File: config.mk
export PLATFORM = sky130hd
export DESIGN_NAME = axi_read_arbiter
export DESIGN_NICKNAME = d
export VERILOG_FILES = /design/src/rtl/axi_read_arbiter.sv
export SDC_FILE = /design/constraint.sdc
export NUM_CORES = 1
export LEC_CHECK = 0
export ABC_CLOCK_PERIOD_IN_PS = 4610
export BUFFER_PORTS_ARGS = -buffer_cell sky130_fd_sc_hd__buf_4
export CORE_AREA = 2 2 230 232
export DETAILED_ROUTE_END_ITERATION = 8
export DIE_AREA = 0 0 232 234
export HOLD_SLACK_MARGIN = 0.15
export PLACE_DENSITY_LB_ADDON = 0.1
export SLEW_MARGIN = 10
export SYNTH_ARGS = -nofsm -noshare
export SYNTH_HDL_FRONTEND = slang
export SYNTH_SLANG_ARGS = --single-unit
File: constraint.sdc
create_clock -name clk_i -period 4.61 [get_ports clk_i]
set_input_delay 0.2305 -clock clk_i [delete_from_list [all_inputs] [get_ports clk_i]]
set_output_delay 0.2305 -clock clk_i [all_outputs]
set_load 0.02 [all_outputs]
File: src/rtl/axi_read_arbiter.sv
// Round-robin AXI read arbiter: shares one AR/R channel among NUM_REQ requesters, routes R beats back by ID.
// Latency: AR registered (1 cycle after acceptance); R routing combinational (0 cycles).
// Backpressure: AR register reloads only when empty or ar_ready_i; R stalls on the addressed requester, unexpected beats are sunk.
module axi_read_arbiter #(
    parameter int NUM_REQ         = 3,
    parameter int ADDR_WIDTH      = 64,
    parameter int DATA_WIDTH      = 128,
    parameter int ID_WIDTH        = 4,
    parameter int TAG_WIDTH       = 4,
    parameter int MAX_OUTSTANDING = 4
) (
    input  logic                            clk_i,
    input  logic                            rstn_i,
    input  logic [NUM_REQ-1:0]              req_valid_i,
    output logic [NUM_REQ-1:0]              req_ready_o,
    input  logic [NUM_REQ*ADDR_WIDTH-1:0]   req_addr_i,
    input  logic [NUM_REQ*8-1:0]            req_len_i,
    input  logic [NUM_REQ*TAG_WIDTH-1:0]    req_tag_i,
    output logic                            ar_valid_o,
    input  logic                            ar_ready_i,
    output logic [ADDR_WIDTH-1:0]           ar_addr_o,
    output logic [7:0]                      ar_len_o,
    output logic [ID_WIDTH-1:0]             ar_id_o,
    output logic [2:0]                      ar_size_o,
    output logic [1:0]                      ar_burst_o,
    input  logic                            r_valid_i,
    output logic                            r_ready_o,
    input  logic [DATA_WIDTH-1:0]           r_data_i,
    input  logic [ID_WIDTH-1:0]             r_id_i,
    input  logic [1:0]                      r_resp_i,
    input  logic                            r_last_i,
    output logic [NUM_REQ-1:0]              rsp_valid_o,
    input  logic [NUM_REQ-1:0]              rsp_ready_i,
    output logic [DATA_WIDTH-1:0]           rsp_data_o,
    output logic [TAG_WIDTH-1:0]            rsp_tag_o,
    output logic                            rsp_last_o,
    output logic                            rsp_err_o,
    output logic                            unexp_rsp_o
);

    localparam int PTR_W = (NUM_REQ > 1) ? $clog2(NUM_REQ) : 1;
    localparam int CNT_W = $clog2(MAX_OUTSTANDING + 1);
    localparam int FP_W  = (MAX_OUTSTANDING > 1) ? $clog2(MAX_OUTSTANDING) : 1;

    typedef struct packed {
        logic [ADDR_WIDTH-1:0] addr;
        logic [7:0]            len;
        logic [ID_WIDTH-1:0]   id;
    } ar_t;

    function automatic logic [PTR_W-1:0] wrap_add(input logic [PTR_W-1:0] base, input int off);
        int s;
        s = int'(base) + off;
        if (s >= NUM_REQ) s = s - NUM_REQ;
        return PTR_W'(s);
    endfunction

    logic                 ar_vld;
    ar_t                  ar_q;
    ar_t                  ar_d;
    logic                 ar_load;
    logic [PTR_W-1:0]     rr_ptr;
    logic [PTR_W-1:0]     win_idx;
    logic                 win_found;
    logic [NUM_REQ-1:0]   eligible;
    logic [NUM_REQ-1:0]   busy;
    logic [NUM_REQ-1:0]   id_sel;
    logic [NUM_REQ-1:0]   push;
    logic [NUM_REQ-1:0]   pop;
    logic                 rsp_hit;
    logic                 sel_rdy;
    logic                 r_hs;
    logic                 unexp_q;
    logic [CNT_W-1:0]     outstanding [NUM_REQ];
    logic [FP_W-1:0]      wr_ptr [NUM_REQ];
    logic [FP_W-1:0]      rd_ptr [NUM_REQ];
    logic [TAG_WIDTH-1:0] tag_mem [NUM_REQ][MAX_OUTSTANDING];
    logic                 unused_resp;

    assign unused_resp = r_resp_i[0];

    always_comb begin
        eligible = '0;
        busy     = '0;
        id_sel   = '0;
        for (int i = 0; i < NUM_REQ; i++) begin
            eligible[i] = req_valid_i[i] && (outstanding[i] < CNT_W'(MAX_OUTSTANDING));
            busy[i]     = (outstanding[i] != '0);
            id_sel[i]   = (r_id_i == ID_WIDTH'(i));
        end
    end

    // Scan from the far end so the requester closest to rr_ptr is the last (winning) assignment.
    always_comb begin
        win_found = 1'b0;
        win_idx   = '0;
        for (int k = NUM_REQ - 1; k >= 0; k--) begin
            if (eligible[wrap_add(rr_ptr, k)]) begin
                win_found = 1'b1;
                win_idx   = wrap_add(rr_ptr, k);
            end
        end
    end

    // Held in reset, nothing may be accepted even though the AR register reads empty.
    assign ar_load = rstn_i && (!ar_vld || ar_ready_i);

    always_comb begin
        req_ready_o = '0;
        if (ar_load && win_found) req_ready_o[win_idx] = 1'b1;
        ar_d.addr = req_addr_i[win_idx*ADDR_WIDTH +: ADDR_WIDTH];
        ar_d.len  = req_len_i[win_idx*8 +: 8];
        ar_d.id   = ID_WIDTH'(win_idx);
    end

    assign push = req_ready_o;

    always_ff @(posedge clk_i or negedge rstn_i) begin
        if (!rstn_i) begin
            ar_vld <= 1'b0;
            ar_q   <= '0;
            rr_ptr <= '0;
        end else if (ar_load) begin
            ar_vld <= win_found;
            if (win_found) begin
                ar_q   <= ar_d;
                rr_ptr <= wrap_add(win_idx, 1);
            end
        end
    end

    always_comb begin
        rsp_hit     = 1'b0;
        sel_rdy     = 1'b0;
        rsp_tag_o   = '0;
        rsp_valid_o = '0;
        for (int i = 0; i < NUM_REQ; i++) begin
            if (id_sel[i] && busy[i]) begin
                rsp_hit        = 1'b1;
                sel_rdy        = rsp_ready_i[i];
                rsp_valid_o[i] = r_valid_i;
                rsp_tag_o      = tag_mem[i][rd_ptr[i]];
            end
        end
    end

    assign r_ready_o = rsp_hit ? sel_rdy : 1'b1;
    assign r_hs      = r_valid_i && r_ready_o;
    assign pop       = rsp_valid_o & {NUM_REQ{r_hs && r_last_i}};

    always_ff @(posedge clk_i or negedge rstn_i) begin
        if (!rstn_i) begin
            for (int i = 0; i < NUM_REQ; i++) begin
                outstanding[i] <= '0;
                wr_ptr[i]      <= '0;
                rd_ptr[i]      <= '0;
            end
            unexp_q <= 1'b0;
        end else begin
            for (int i = 0; i < NUM_REQ; i++) begin
                if (push[i] && !pop[i])      outstanding[i] <= outstanding[i] + 1'b1;
                else if (pop[i] && !push[i]) outstanding[i] <= outstanding[i] - 1'b1;
                if (push[i]) wr_ptr[i] <= wr_ptr[i] + 1'b1;
                if (pop[i])  rd_ptr[i] <= rd_ptr[i] + 1'b1;
            end
            if (r_hs && !rsp_hit) unexp_q <= 1'b1;
        end
    end

    always_ff @(posedge clk_i) begin
        for (int i = 0; i < NUM_REQ; i++) begin
            if (push[i]) tag_mem[i][wr_ptr[i]] <= req_tag_i[i*TAG_WIDTH +: TAG_WIDTH];
        end
    end

    assign ar_valid_o  = ar_vld;
    assign ar_addr_o   = ar_q.addr;
    assign ar_len_o    = ar_q.len;
    assign ar_id_o     = ar_q.id;
    assign ar_size_o   = 3'($clog2(DATA_WIDTH / 8));
    assign ar_burst_o  = 2'b01;
    assign rsp_data_o  = r_data_i;
    assign rsp_last_o  = r_last_i;
    assign rsp_err_o   = r_resp_i[1];
    assign unexp_rsp_o = unexp_q;

endmodule

==> metrics.yaml <==
synth_fa_ha_area_share_pct: 3.34
grt_max_degree: 74
grt_util_all_layers_pct: 15.6
critPathTopFamily: "simple AND/OR/NAND/NOR gates"
maxCapViolCount: 0
yosys_warnings: 0
dpl.hpwl_mm: 28.3
dieHeight_um: 234
synth_top_family_by_area: "compound AO/OA/AOI/OAI gates"
die-area_um2: 54300
finClkSkew_ps: 7.03
synth_compound_area_share_pct: 19.0
clockPowerShare_pct: 17.2
drcViolationCount: 0
syn_area_um2: 9960
hold_path_depth: 4
reg2regPathDepth: 13
drive_gt1_share_pct: 43.6
grt_overflow: 0
cts_root_buffer: "clkbuf_16"
synth-xor-area-share_pct: 1.49
die_w_um: 232
post_drt_via_cell_ratio: 4.71
ys.flop_type: "dfrtp_1"
combPwrFrac_pct: 57.6
cts.reportedPaths.clkPinSlew_ps: 70
cts_tree: "yes"
hold_viol_final: 0
syn-instance-count: 914
worstPathRequired_ps: 5020
final_antenna_net_count: 0
crit_path_end_kind: "flop"
vdd_ir_drop_max_uv: 398
async_reset_ff_share_pct: 67.3
crit_cells: 13
dr.first_iter.drc_count: 367
p_sw_w: 0.00404
cts_resized: 0
synth_area_per_cell_um2: 10.9
crit_fanout: 11
hold_class: "input pin to flop"
fin_util_pct: 25.3
dr.pass1.iters: 4
cpMostUsedCell: "ha_1"
numCtsBuffers: 17
rsz0062_at_grt: "no"
cp_cell_sequence: "inv_1, ha_1, nor4b_2, or4_4, nor2_4, ha_1, nor3b_4, ha_1, inv_1, fa_1, xor2_1, nor2_1, xor2_1"
period_minus_slack_ps: 3600
synth_edf_count: 48
core-area_um2: 52000
power.density_nw_per_um2: 649
pre_cts_slack_ps: 955
fin_crit_sh_pct: 78.1
synth.distinct_cells: 59
sequentialPowerShare_pct: 25.2
post-cts-setup-buffers: 0
synthMuxAreaShare_pct: 13.0
vias: 8520
cts_hold_buffers: 54
cpMaxStageDelayCell: "or4_4"
slew_viol_final: 0
final-setup-viol-count: 0
r2r_setup_slack_ps: 1010
initial_core_util_pct: 19.2
grt_pass1_wl_mm: 61.9
status: "finished, final reports clean"
clock.fmax_ghz: 0.278
antenna_found_initial: 7
wl_per_cell_um: 23.7
htreeDepth: 4
num-nets-final: 1500
crit_arrival_ps: 4010
worst_slew_pin_slew_ps: 1080
synth-simple-area-share_pct: 7.96
setup-tns-final_ps: 0
cts_buffer_depth: 2
grt_pass1_vias: 9143
max_stage_delay_ps: 660
switching_share_pct: 47.2
ys_seq_area_share_pct: 39.3
routabilityCongestion: 0.740
internal_power_w: 0.00451
ys_seq_elements: 147
fin_total_pwr_w: 0.00855
port_buffers: 330
p_leak_nw: 5.20
criticalPathCategory: "flop to flop"
fin_ws_ps: 1010
num_rows: 84
cp-start-kind: "flop"
slew_headroom_pct: 28.2
clk_latency_ps: 490
path_buf_inv: 2
syn2layout_area_growth_pct: 32.3
clock-sinks: 147
io_pins: 597
wirelength_mm: 42.8
-- cells in the final DEF, fill, tap and decap left out, types with 3 or more instances in the layout --
cell | synthesis | final
buf_4 | 141 | 344
dfrtp_1 | 99 | 99
nor3_1 | 74 | 74
o2111ai_1 | 73 | 73
a31oi_1 | 73 | 73
o41ai_1 | 72 | 72
dlygate4sd3_1 | 0 | 54
mux2_2 | 48 | 48
edfxtp_1 | 48 | 48
mux2_4 | 28 | 28
ha_1 | 21 | 20
inv_1 | 17 | 17
clkbuf_16 | 0 | 17
and2_1 | 15 | 15
nand2_1 | 14 | 14
mux4_2 | 12 | 12
xnor2_1 | 9 | 9
xor2_1 | 8 | 8
conb_1 | 2 | 7
mux2_1 | 6 | 6
inv_6 | 0 | 6
inv_8 | 0 | 5
diode_2 | 0 | 4
and3_1 | 4 | 4
a22oi_1 | 4 | 4
nor2_1 | 4 | 4
nor3b_4 | 3 | 3
fa_1 | 3 | 3
buf_12 | 4 | 3
-- power groups by stage --
stage / Combinational (W) / Clock [W] / Sequential (W)
finish: 0.00492 / 0.00147 / 0.00216
global route: 0.00529 / 0.00160 / 0.00223
CTS: 0.00501 / 0.00154 / 0.00217
detailed placement: 0.00497 / 0 / 0.00218
global placement: 0.00497 / 0 / 0.00218
floorplan: 0.00289 / 0 / 0.00250
-- cell type report --
class,count,area (µm²)
Tap cell,688,861
Clock inverter,15,158
Timing Repair Buffer,401,3180
Multi-Input combinational cell,518,4560
Sequential cell,147,3920
Fill cell,5618,38800
Clock buffer,17,425
Antenna cell,4,10.0
Inverter,18,67.6
-- flip-flops by register name, summed over array words and instances, names as in the netlist --
register / cells
ar_addr_o: 64
rd_ptr: 6
outstanding: 9
rr_ptr: 2
ar_valid_o: 1
tag_mem: 48
wr_ptr: 6
ar_len_o: 8
unexp_rsp_o: 1
ar_id_o: 2
-- Yosys cell counts (all sizes together), types with 2 or more instances --
| master | number | area (µm²) |
|---|---|---|
| inv | 18 | 67.6 |
| o2111ai | 73 | 639 |
| clkbuf | 79 | 297 |
| nor4 | 2 | 12.5 |
| conb | 2 | 7.51 |
| a21oi | 2 | 10.0 |
| fa | 3 | 60.1 |
| buf | 157 | 1200 |
| edfxtp | 48 | 1440 |
| dfrtp | 99 | 2480 |
| nor3b | 4 | 63.8 |
| mux4 | 12 | 270 |
| o41ai | 72 | 631 |
| a21o | 2 | 15.0 |
| mux2 | 82 | 1030 |
| nand3 | 2 | 10.0 |
| or3 | 2 | 12.5 |
| and3 | 5 | 36.3 |
| and2 | 15 | 93.8 |
| nor2 | 6 | 46.3 |
| nor4b | 3 | 26.3 |
| o21ai | 2 | 13.8 |
| xnor2 | 9 | 78.8 |
| nand4 | 2 | 12.5 |
| nand2 | 14 | 52.6 |
| ha | 21 | 263 |
| o31ai | 2 | 15.0 |
| nor3 | 74 | 370 |
| nand2b | 3 | 26.3 |
| a31oi | 73 | 457 |
| xor2 | 8 | 70.1 |
| a22oi | 4 | 30.0 |
-- stage by stage --
stage / hold WS [ps] / cells / cell area [µm²]
4_1_cts: 151 / 1804 / 13200
3_5_place_dp: 174 / 1718 / 12000
3_3_place_gp: 175 / 1718 / 12000
6_report: 188 / 1808 / 13200
2_1_floorplan: -65.1 / 919 / 9980
5_1_grt: 173 / 1807 / 13200
-- layer usage --
layer / global-route usage (%) / routed length, µm / vias to the layer above / share of wire, %
li1: - / - / 3814 / -
met1: 18.4 / 17500 / 4264 / 41
met2: 24.8 / 20500 / 394 / 48
met3: 7.72 / 4160 / 40 / 9.7
met4: 4.73 / 552 / 8 / 1.3
met5: 0.0893 / 55 / - / 0.13
-- tightest hold or removal path, cell delays in order --
cell     delay (ps)
buf_4            80
nor3_1           40
a31oi_1         130
mux2_2          160
-- path summary, 6_finish.rpt --
kind | end | startpoint
min reg2reg | ar_id_o[1] | ar_id_o[1]
max in group asynchronous | ar_addr_o[45] | rstn_i
max reg2reg | outstanding[2] | rr_ptr[0]
min in group asynchronous | ar_addr_o[35] | rstn_i
max | outstanding[2] | rr_ptr[0]
min | ar_len_o[7] | req_len_i[23]
-- cells by family (layout without fill, tap and decap cells) --
group / count (synthesis) / after routing
simple gates: 136 / 136
compound gates: 239 / 239
flops: 147 / 147
other cells: 2 / 11
fa+ha+maj: 25 / 25
xor+xnor: 17 / 17
buf+inv: 254 / 451
mux: 94 / 94
(Power assumes the default switching activity.)
